`config.mk`:
```
export PLATFORM = sky130hd
export DESIGN_NAME = parity_serial_tx
export DESIGN_NICKNAME = d
export VERILOG_FILES = /design/src/rtl/parity_tx_pkg.sv /design/src/rtl/parity_tx_bit_timer.sv /design/src/rtl/parity_serial_tx.sv
export SDC_FILE = /design/constraint.sdc
export NUM_CORES = 1
export LEC_CHECK = 0
export CAP_MARGIN = 20
export CELL_PAD_IN_SITES_DETAIL_PLACEMENT = 1
export CELL_PAD_IN_SITES_GLOBAL_PLACEMENT = 2
export CORE_UTILIZATION = 36
export CTS_BUF_LIST = sky130_fd_sc_hd__clkbuf_8
export DETAILED_ROUTE_END_ITERATION = 7
export PLACE_DENSITY_LB_ADDON = 0.1
export SYNTH_ARGS = -nofsm -noshare
export SYNTH_HDL_FRONTEND = slang
export SYNTH_SLANG_ARGS = --single-unit
```
`constraint.sdc`:
```
create_clock -name clk -period 2.19 [get_ports clk]
set_input_delay 0.3285 -clock clk [delete_from_list [all_inputs] [get_ports clk]]
set_output_delay 0.3285 -clock clk [all_outputs]
set_load 0.05 [all_outputs]
```
`src/rtl/parity_tx_pkg.sv`:
```
// Shared types and constants for the parity serial frame transmitter.
package parity_tx_pkg;

   // Frame layout: start, DATA_BITS data bits, parity, then the stop bits.
   localparam int DATA_BITS      = 4;
   localparam int FRAME_OVERHEAD = 2;   // start + parity
   localparam int BIT_IDX_W      = $clog2(DATA_BITS);

   localparam logic IDLE_LEVEL  = 1'b1;
   localparam logic START_LEVEL = 1'b0;

   typedef enum logic [2:0] {
      IDLE   = 3'd0,
      START  = 3'd1,
      DATA   = 3'd2,
      PARITY = 3'd3,
      STOP   = 3'd4
   } tx_state_e;

   // Parity bit for a nibble: even parity when odd_mode=0, odd parity when odd_mode=1.
   function automatic logic calc_parity(input logic [DATA_BITS-1:0] data,
                                        input logic                 odd_mode);
      return (^data) ^ odd_mode;
   endfunction

endpackage

```
`src/rtl/parity_tx_bit_timer.sv`:
```
// Bit-period timer: counts 0..CLKS_PER_BIT-1 while enabled and flags the wrap.
module parity_tx_bit_timer #(
   parameter int CLKS_PER_BIT = 4
) (
   input  logic clk,
   input  logic rst_n,
   input  logic enable,
   input  logic restart,
   output logic bit_tick,
   output logic pre_tick
);

   localparam int CNT_W = $clog2(CLKS_PER_BIT + 1);
   localparam logic [CNT_W-1:0] LAST_CNT = CNT_W'(CLKS_PER_BIT - 1);

   logic [CNT_W-1:0] cnt_q;
   logic [CNT_W-1:0] cnt_d;

   assign bit_tick = enable && (cnt_q == LAST_CNT);

   // pre_tick: the wrap will happen on the following cycle, so the parent can
   // register outputs that must line up with the last cycle of a bit.
   if (CLKS_PER_BIT == 1) begin : g_pre_single
      assign pre_tick = enable;
   end else begin : g_pre_multi
      localparam logic [CNT_W-1:0] PRE_CNT = CNT_W'(CLKS_PER_BIT - 2);
      assign pre_tick = enable && (cnt_q == PRE_CNT);
   end

   // Next count: restart wins, wrap to zero at the end of a bit, else advance.
   always_comb begin
      cnt_d = cnt_q;
      if (restart) begin
         cnt_d = '0;
      end else if (bit_tick) begin
         cnt_d = '0;
      end else if (enable) begin
         cnt_d = cnt_q + CNT_W'(1);
      end
   end

   // Counter register.
   always_ff @(posedge clk or negedge rst_n) begin
      if (!rst_n) begin
         cnt_q <= '0;
      end else begin
         cnt_q <= cnt_d;
      end
   end

endmodule

```
`src/rtl/parity_serial_tx.sv`:
```
// Serial frame transmitter: start, 4 data bits LSB first, parity, stop bit(s).
//
// state  | meaning
// IDLE   | line high, in_ready high, waiting for in_valid
// START  | driving the start bit (low)
// DATA   | driving data bit bit_idx_q (LSB first)
// PARITY | driving the parity bit captured at accept time
// STOP   | driving stop bit stop_cnt_q (high)
module parity_serial_tx
   import parity_tx_pkg::*;
#(
   parameter int CLKS_PER_BIT = 4,
   parameter int STOP_BITS    = 1
) (
   input  logic                 clk,
   input  logic                 rst_n,
   input  logic                 in_valid,
   output logic                 in_ready,
   input  logic [DATA_BITS-1:0] in_data,
   input  logic                 in_parity_mode,
   output logic                 tx_serial,
   output logic                 tx_busy,
   output logic                 frame_done
);

   localparam logic [BIT_IDX_W-1:0] LAST_IDX  = BIT_IDX_W'(DATA_BITS - 1);
   localparam logic                 LAST_STOP = 1'(STOP_BITS - 1);

   tx_state_e            state_q, state_d;
   logic [DATA_BITS-1:0] shift_q, shift_d;
   logic                 parity_q, parity_d;
   logic [BIT_IDX_W-1:0] bit_idx_q, bit_idx_d;
   logic                 stop_cnt_q, stop_cnt_d;
   logic                 tx_serial_q, tx_serial_d;
   logic                 busy_q, busy_d;
   logic                 frame_done_q, frame_done_d;

   logic accept;
   logic bit_tick;
   logic pre_tick;

   assign in_ready   = ~busy_q;
   assign accept     = in_valid && in_ready;
   assign tx_serial  = tx_serial_q;
   assign tx_busy    = busy_q;
   assign frame_done = frame_done_q;

   parity_tx_bit_timer #(
      .CLKS_PER_BIT(CLKS_PER_BIT)
   ) u_bit_timer (
      .clk     (clk),
      .rst_n   (rst_n),
      .enable  (busy_q),
      .restart (accept),
      .bit_tick(bit_tick),
      .pre_tick(pre_tick)
   );

   // Next-state logic: frame sequencing, data shift and counters.
   always_comb begin
      state_d    = state_q;
      shift_d    = shift_q;
      parity_d   = parity_q;
      bit_idx_d  = bit_idx_q;
      stop_cnt_d = stop_cnt_q;
      unique case (state_q)
         IDLE: begin
            if (accept) begin
               state_d    = START;
               shift_d    = in_data;
               parity_d   = calc_parity(in_data, in_parity_mode);
               bit_idx_d  = '0;
               stop_cnt_d = 1'b0;
            end
         end
         START: begin
            if (bit_tick) begin
               state_d   = DATA;
               bit_idx_d = '0;
            end
         end
         DATA: begin
            if (bit_tick) begin
               if (bit_idx_q == LAST_IDX) begin
                  state_d = PARITY;
               end else begin
                  bit_idx_d = bit_idx_q + BIT_IDX_W'(1);
                  shift_d   = {1'b0, shift_q[DATA_BITS-1:1]};
               end
            end
         end
         PARITY: begin
            if (bit_tick) begin
               state_d    = STOP;
               stop_cnt_d = 1'b0;
            end
         end
         STOP: begin
            if (bit_tick) begin
               if (stop_cnt_q == LAST_STOP) begin
                  state_d = IDLE;
               end else begin
                  stop_cnt_d = stop_cnt_q + 1'b1;
               end
            end
         end
         default: begin
            state_d = IDLE;
         end
      endcase
   end

   // Registered outputs are derived from the upcoming state so they change on
   // the same edge as the state. frame_done is set one cycle ahead so that it
   // lands on the final cycle of the final stop bit.
   always_comb begin
      tx_serial_d  = IDLE_LEVEL;
      busy_d       = (state_d != IDLE);
      frame_done_d = 1'b0;
      unique case (state_d)
         START:   tx_serial_d = START_LEVEL;
         DATA:    tx_serial_d = shift_d[0];
         PARITY:  tx_serial_d = parity_d;
         STOP:    tx_serial_d = IDLE_LEVEL;
         default: tx_serial_d = IDLE_LEVEL;
      endcase
      if ((state_d == STOP) && (stop_cnt_d == LAST_STOP)) begin
         if (state_q != STOP || stop_cnt_q != LAST_STOP) begin
            // Just entering the last stop bit: final cycle follows only for single-cycle bits.
            frame_done_d = (CLKS_PER_BIT == 1);
         end else begin
            frame_done_d = pre_tick;
         end
      end
   end

   // State and datapath registers.
   always_ff @(posedge clk or negedge rst_n) begin
      if (!rst_n) begin
         state_q      <= IDLE;
         shift_q      <= '0;
         parity_q     <= 1'b0;
         bit_idx_q    <= '0;
         stop_cnt_q   <= 1'b0;
         tx_serial_q  <= IDLE_LEVEL;
         busy_q       <= 1'b0;
         frame_done_q <= 1'b0;
      end else begin
         state_q      <= state_d;
         shift_q      <= shift_d;
         parity_q     <= parity_d;
         bit_idx_q    <= bit_idx_d;
         stop_cnt_q   <= stop_cnt_d;
         tx_serial_q  <= tx_serial_d;
         busy_q       <= busy_d;
         frame_done_q <= frame_done_d;
      end
   end

endmodule

```
==> results.md, run 1 <==
* WP depth at 2
* Most frequent cells in the layout: 16 x dfrtp_1, 11 x clkdlybuf4s50_1, 10 x nand2_1, 8 x nor2_1, 6 x o21ai_0
* # IOs at 12
* Status: completed
* Fmax achieved at ~490 MHz
* TNS Setup at 0 ns
* Syn Inst Count at 86
* Slowest cell on the critical path: clkdlybuf4s50_1
* Setup Skew at between 0.002 and 0.0025 ns
* Core area at 2300 µm²
* Finished Core Util at 0.486
* CP bufs+invs at 2
* Tcrit/Tclk final at 0.941
* Routed wire length at between 1500 and 2000 µm
* DP HPWL at 1460 µm
* Cell Area, Placed at between 1000 and 1500 µm²
* Ys async rst share at 1.00
* Dpl cells at ~130
* Gpl congestion at 0.713
* Finished Cell Area at approximately 1100 µm²
* First-pass GRT wire length at approximately 3200 µm
* CP peak stage delay at 0.81 ns
* R2R cell count at 5
* Diodes inserted at 0
* Final Hold Vio Count at 0
* Post-synth EDFFs at 0
* Num Clock Sinks at 17
* Top delay family on crit path: buffers and inverters
* Clk_lat worst skew at between 0.2 and 0.3 ns
* Post-synth top flop: dfrtp_1
* RSZ-0062 raised after global routing: false
* Sequence of cells on the critical path: inv_1 > clkdlybuf4s50_1
* Setup Fix Bufs, Post-CTS at 0
* Period minus WS final at 2.06 ns
* Final hold slack at between 0.4 and 0.5 ns
* Mapped Nets at 97
* Critical Path Source Type: flop
* Gr usage total at 0.168
* Vias at between 600 and 700
* Initial antenna violation count at 0
* CTS tree: done
* Crit path arrival time at about 1.7 ns
* DRC Markers at 0
* Worst IR Drop VDD at 0.583 mV
* Non-Filler Instances at 131
* Die Wd at 52.5 µm
* Starting density of the core at 0.399
* Leakage power figure at around 0.00052 µW
* Worst-Margin Slew at 0.491 ns
* Leading cell type in the layout, fill and taps excluded: dfrtp_1
* FP Rows at 17
* DR iter-0 viols at 18
* MaxCap Viol Count at 0
* CTS Buffer Depth at 2
* Mapped cell area at between 900 and 1000 µm²
* Final Slew Violations at 0
* Slew margin rel. at 0.672
* GRT Residual Overflow at 0
* Chip height at 52.5 µm
* Nets at 115
* CTS buffer count at 3
* Vias in the first global route at 681
* Crit Path Max Fanout at 12
* Synth Register Bits at 17
* Cts hold-fix bufs at 0
* Area Overhead vs Synth at 21.7%
* Number of H-tree levels at 1
* Routed Antenna Nets at 0
* Netlist cell types at 34
* Pwr Density at 1220 nW/µm²
* Ys Warns at 0
* Drt first pass iters at 4
* Largest net degree at the start of global routing at 13
* IO Port Bufs at 11
* Sequential area share after synthesis at 0.465
* Worst Setup End Kind: output pin
* Final Setup Violations at 0
* DR vias/cell at 5.23
* Die ar. at 2750 µm²
* Share of layout cells above drive strength 1 at 0.184
* Average size of a mapped cell at 10.7 µm²
* Post_cts resized at 0
* Hold Path Class: input pin to asynchronous set/reset pin
* CTS Root Cell: clkbuf_8
* Clock transition at path regs at 0.07 ns
* Worst Path Required at between 1.5 and 2 ns
* Critical path type: flop to output pin
* Post-DR wirelength/cell at 14.2 µm
[power by group]
group	switching (µW)	internal [µW]	leakage, µW
sequential	131	431	0.000215
combinational	311	257	0.000282
clock	107	126	0.0000255
total	548	814	0.000522
[metrics by stage]
step,power (µW),worst slack (ns)
after floorplan,977,0.290
after global placement,1130,0.130
after detailed placement,1140,0.101
after CTS,1390,0.120
after global routing,1480,0.0548
final,1360,0.128
[kinds of logic after synthesis]
family	count (synthesis)	synth area share
compound gates	22	0.164
xor+xnor	4	0.0532
fa+ha+maj	3	0.0409
buf+inv	8	0.0532
flops	17	0.465
mux	1	0.0164
simple gates	31	0.207
[final timing paths]
path / from / to / slack, ns
max: tx_busy$_DFF_PN0_ / in_ready / 0.13
min reg2reg: shift_q[2]$_DFFE_PN0P_ / shift_q[2]$_DFFE_PN0P_ / 0.49
max reg2reg: tx_busy$_DFF_PN0_ / tx_serial$_DFF_PN1_ / 0.34
max in group asynchronous: rst_n / tx_serial$_DFF_PN1_ / 1.20
min in group clk: shift_q[2]$_DFFE_PN0P_ / shift_q[2]$_DFFE_PN0P_ / 0.49
min: rst_n / frame_done$_DFF_PN0_ / 0.41
[synthesized netlist by cell type (all sizes together) (2+ instances only)]
cell    n  share of area
or3     2          0.014
a22oi   2          0.016
nor2    9          0.040
a21oi   5          0.027
nand2  10          0.041
o21ai   6          0.033
dfrtp  16           0.44
buf     2          0.027
nor3    2          0.023
inv     5          0.020
ha      3          0.041
a21o    3          0.025
a22o    3          0.031
and4b   2          0.022
xnor2   2          0.019
[worst register-to-register path, delay by kind of cell (launching register included)]
| kind | cells | cell delay [ns] |
|---|---|---|
| flops | 1 | 0.51 |
| compound gates | 2 | 0.30 |
| mux | 1 | 0.32 |
| simple gates | 2 | 0.65 |
[registers in the layout (all words and copies together), names as in the netlist]
register and count:
state_q 3, frame_done 1, stop_cnt_q 1, u_bit_timer.cnt_q 3, parity_q 1, tx_busy 1, shift_q 4, tx_serial 1
bit_idx_q 2
[layout make-up]
type | count | area, µm²
fillers | 271 | 1180
inverters | 5 | 18.8
well taps | 28 | 35.0
clock inverters | 1 | 5.00
repair buffers | 16 | 148
clock buffers | 3 | 41.3
flip-flops and latches | 17 | 427
multi-input cells | 61 | 442
[metal layers]
layer  up-vias  GRT usage  part of all wire
met2        10      0.247              0.43
met5         -          0                 0
met1       329      0.227              0.53
li1        344          -                 -
met3         2     0.0435             0.033
met4         0     0.0789            0.0086
(Power assumes the default switching activity.)
==> inputs of run 2 (changes only) <==
- CORE_UTILIZATION: 36 -> 40
- DONT_BUFFER_PORTS: unset -> 1
==> results.md, run 2 (synthesized netlist as in run 1, its figures left out) <==
* NetSw at 546 µW
* Fillers at between 200 and 250
* Worst IR Drop VDD at 0.609 mV
* Pwr Density at 1320 nW/µm²
* FP Rows at 16
* Gpl congestion at around 0.76
* Routed Antenna Nets at 0
* Fmax achieved at 539 MHz
* Worst Path Required at 2.32 ns
* Vias at 651
* Final Slew Violations at 0
* Drt first pass iters at 4
* DRC Markers at 0
* First-pass GRT wire length at 3250 µm
* MaxCap Viol Count at 0
* Area Overhead vs Synth at 9.00%
* Leakage power figure at 0.000473 µW
* Nets at 103
* Finished Cell Area at 1000 µm²
* Critical Path Source Type: flop
* Largest net degree at the start of global routing at 18
* Slew margin rel. at 0.492
* P_int at 774 µW
* Max reg flops at 4
* Cell Area, Placed at 943 µm²
* # IOs at 12
* Post-DR wirelength/cell at 15.9 µm
* Status: completed
* Clock transition at path regs at ~0.07 ns
* CTS Root Cell: clkbuf_8
* Crit Path Max Fanout at 8
* Leading cell type in the layout, fill and taps excluded: dfrtp_1
* Chip height at 49.9 µm
* Clk_lat worst skew at 0.25 ns
* Core area at 2060 µm²
* CTS tree: done
* Final Setup Violations at 0
* Hold Path Class: input pin to flop
* Top reg by flops: shift_q
* Tcrit/Tclk final at 0.847
* Reg power frac at 0.433
* Vias in the first global route at approximately 710
* Share of layout cells above drive strength 1 at 0.187
* Critical path type: flop to flop
* CTS buffer count at 3
* Crit path arrival time at 1.98 ns
* Routed wire length at 1880 µm
* Gr usage total at 0.176
* Setup Skew at 0.00260 ns
* Logic pwr share at 0.392
* Num Clock Sinks at 17
* RSZ-0062 raised after global routing: false
* Biggest regs: shift_q: 4 flops, state_q: 3 flops, u_bit_timer.cnt_q: 3 flops
* Initial antenna violation count at 0
* Worst Setup End Kind: flop
* Diodes inserted at 0
* Starting density of the core at 0.445
* Final Hold Vio Count at 0
* IO Port Bufs at 0
* Period minus WS final at between 1.5 and 2 ns
* Die ar. at 2490 µm²
* Die Wd at 49.9 µm
* Number of H-tree levels at 1
* Clock power share at 0.175
* Worst-Margin Slew at 0.760 ns
* DP HPWL at 1410 µm
* Sw Share at 0.414
* GRT Residual Overflow at 0
* DR iter-0 viols at 9
* Most frequent cells in the layout: 16 x dfrtp_1, 10 x nand2_1, 8 x nor2_1, 6 x o21ai_0, 5 x a21oi_1
* DR vias/cell at 5.52
* CTS Buffer Depth at 2
* TNS Setup at 0 ns
-- run 2: stage by stage --
step	util	hold WS, ns	cells	power (µW)	setup slack (ns)
detailed placement	0.458	0.0333	113	1090	0.363
finish	0.485	0.227	118	1320	0.336
global route	0.485	0.218	118	1410	0.250
global placement	0.458	0.0332	113	1070	0.418
CTS	0.485	0.225	118	1340	0.328
floorplan	-	0.0329	86	977	0.290
-- run 2: path summary, 6_finish.rpt --
| path | startpoint | end | slack, ns | cells after the start |
|---|---|---|---|---|
| min reg2reg | shift_q[0]$_DFF_PN0_ | shift_q[0]$_DFF_PN0_ | 0.49 | 1 |
| max | u_bit_timer.cnt_q[0]$_DFFE_PN0P_ | tx_busy$_DFF_PN0_ | 0.34 | 6 |
| max reg2reg | u_bit_timer.cnt_q[0]$_DFFE_PN0P_ | tx_busy$_DFF_PN0_ | 0.34 | 6 |
| min in group asynchronous | rst_n | state_q[2]$_DFF_PN0_ | 0.59 | 1 |
| max in group asynchronous | rst_n | u_bit_timer.cnt_q[1]$_DFFE_PN0P_ | 1.12 | 1 |
| min | in_data[3] | shift_q[3]$_DFFE_PN0P_ | 0.23 | 1 |
-- run 2: cell type report --
| class | count | area [µm²] | area share |
|---|---|---|---|
| clock buffers | 3 | 41.3 | 0.0413 |
| clock inverters | 1 | 5.00 | 0.00501 |
| inverters | 5 | 18.8 | 0.0188 |
| multi-input cells | 61 | 442 | 0.442 |
| flip-flops and latches | 17 | 427 | 0.427 |
| well taps | 27 | 33.8 | 0.0338 |
| repair buffers | 4 | 32.5 | 0.0325 |
-- run 2: power groups by stage --
stage	logic, µW	registers, µW	clock network (µW)
floorplan	423	555	0
global placement	497	570	0
detailed placement	511	576	0
CTS	527	573	241
global route	577	586	252
finish	518	572	231
-- run 2: worst max-delay path: stages (launching register included) --
cell and delay, ns:
dfrtp_1 0.41, ha_1 0.31, and4b_1 0.26, a211oi_1 0.22, or3_1 0.19, inv_2 0.05, or3_1 0.30
-- run 2: what timing repair did --
action                                 4_1_cts  5_1_grt
gates resized for setup                      0        0
setup buffers                                0        0
endpoints found under the hold margin       17        0
hold buffers                                 1        0
-- run 2: metal layers --
layer | track usage | share of wire
met1 | 0.236 | 0.50
met2 | 0.282 | 0.46
met3 | 0.0278 | 0.025
met4 | 0.0714 | 0.011
met5 | 0 | 0
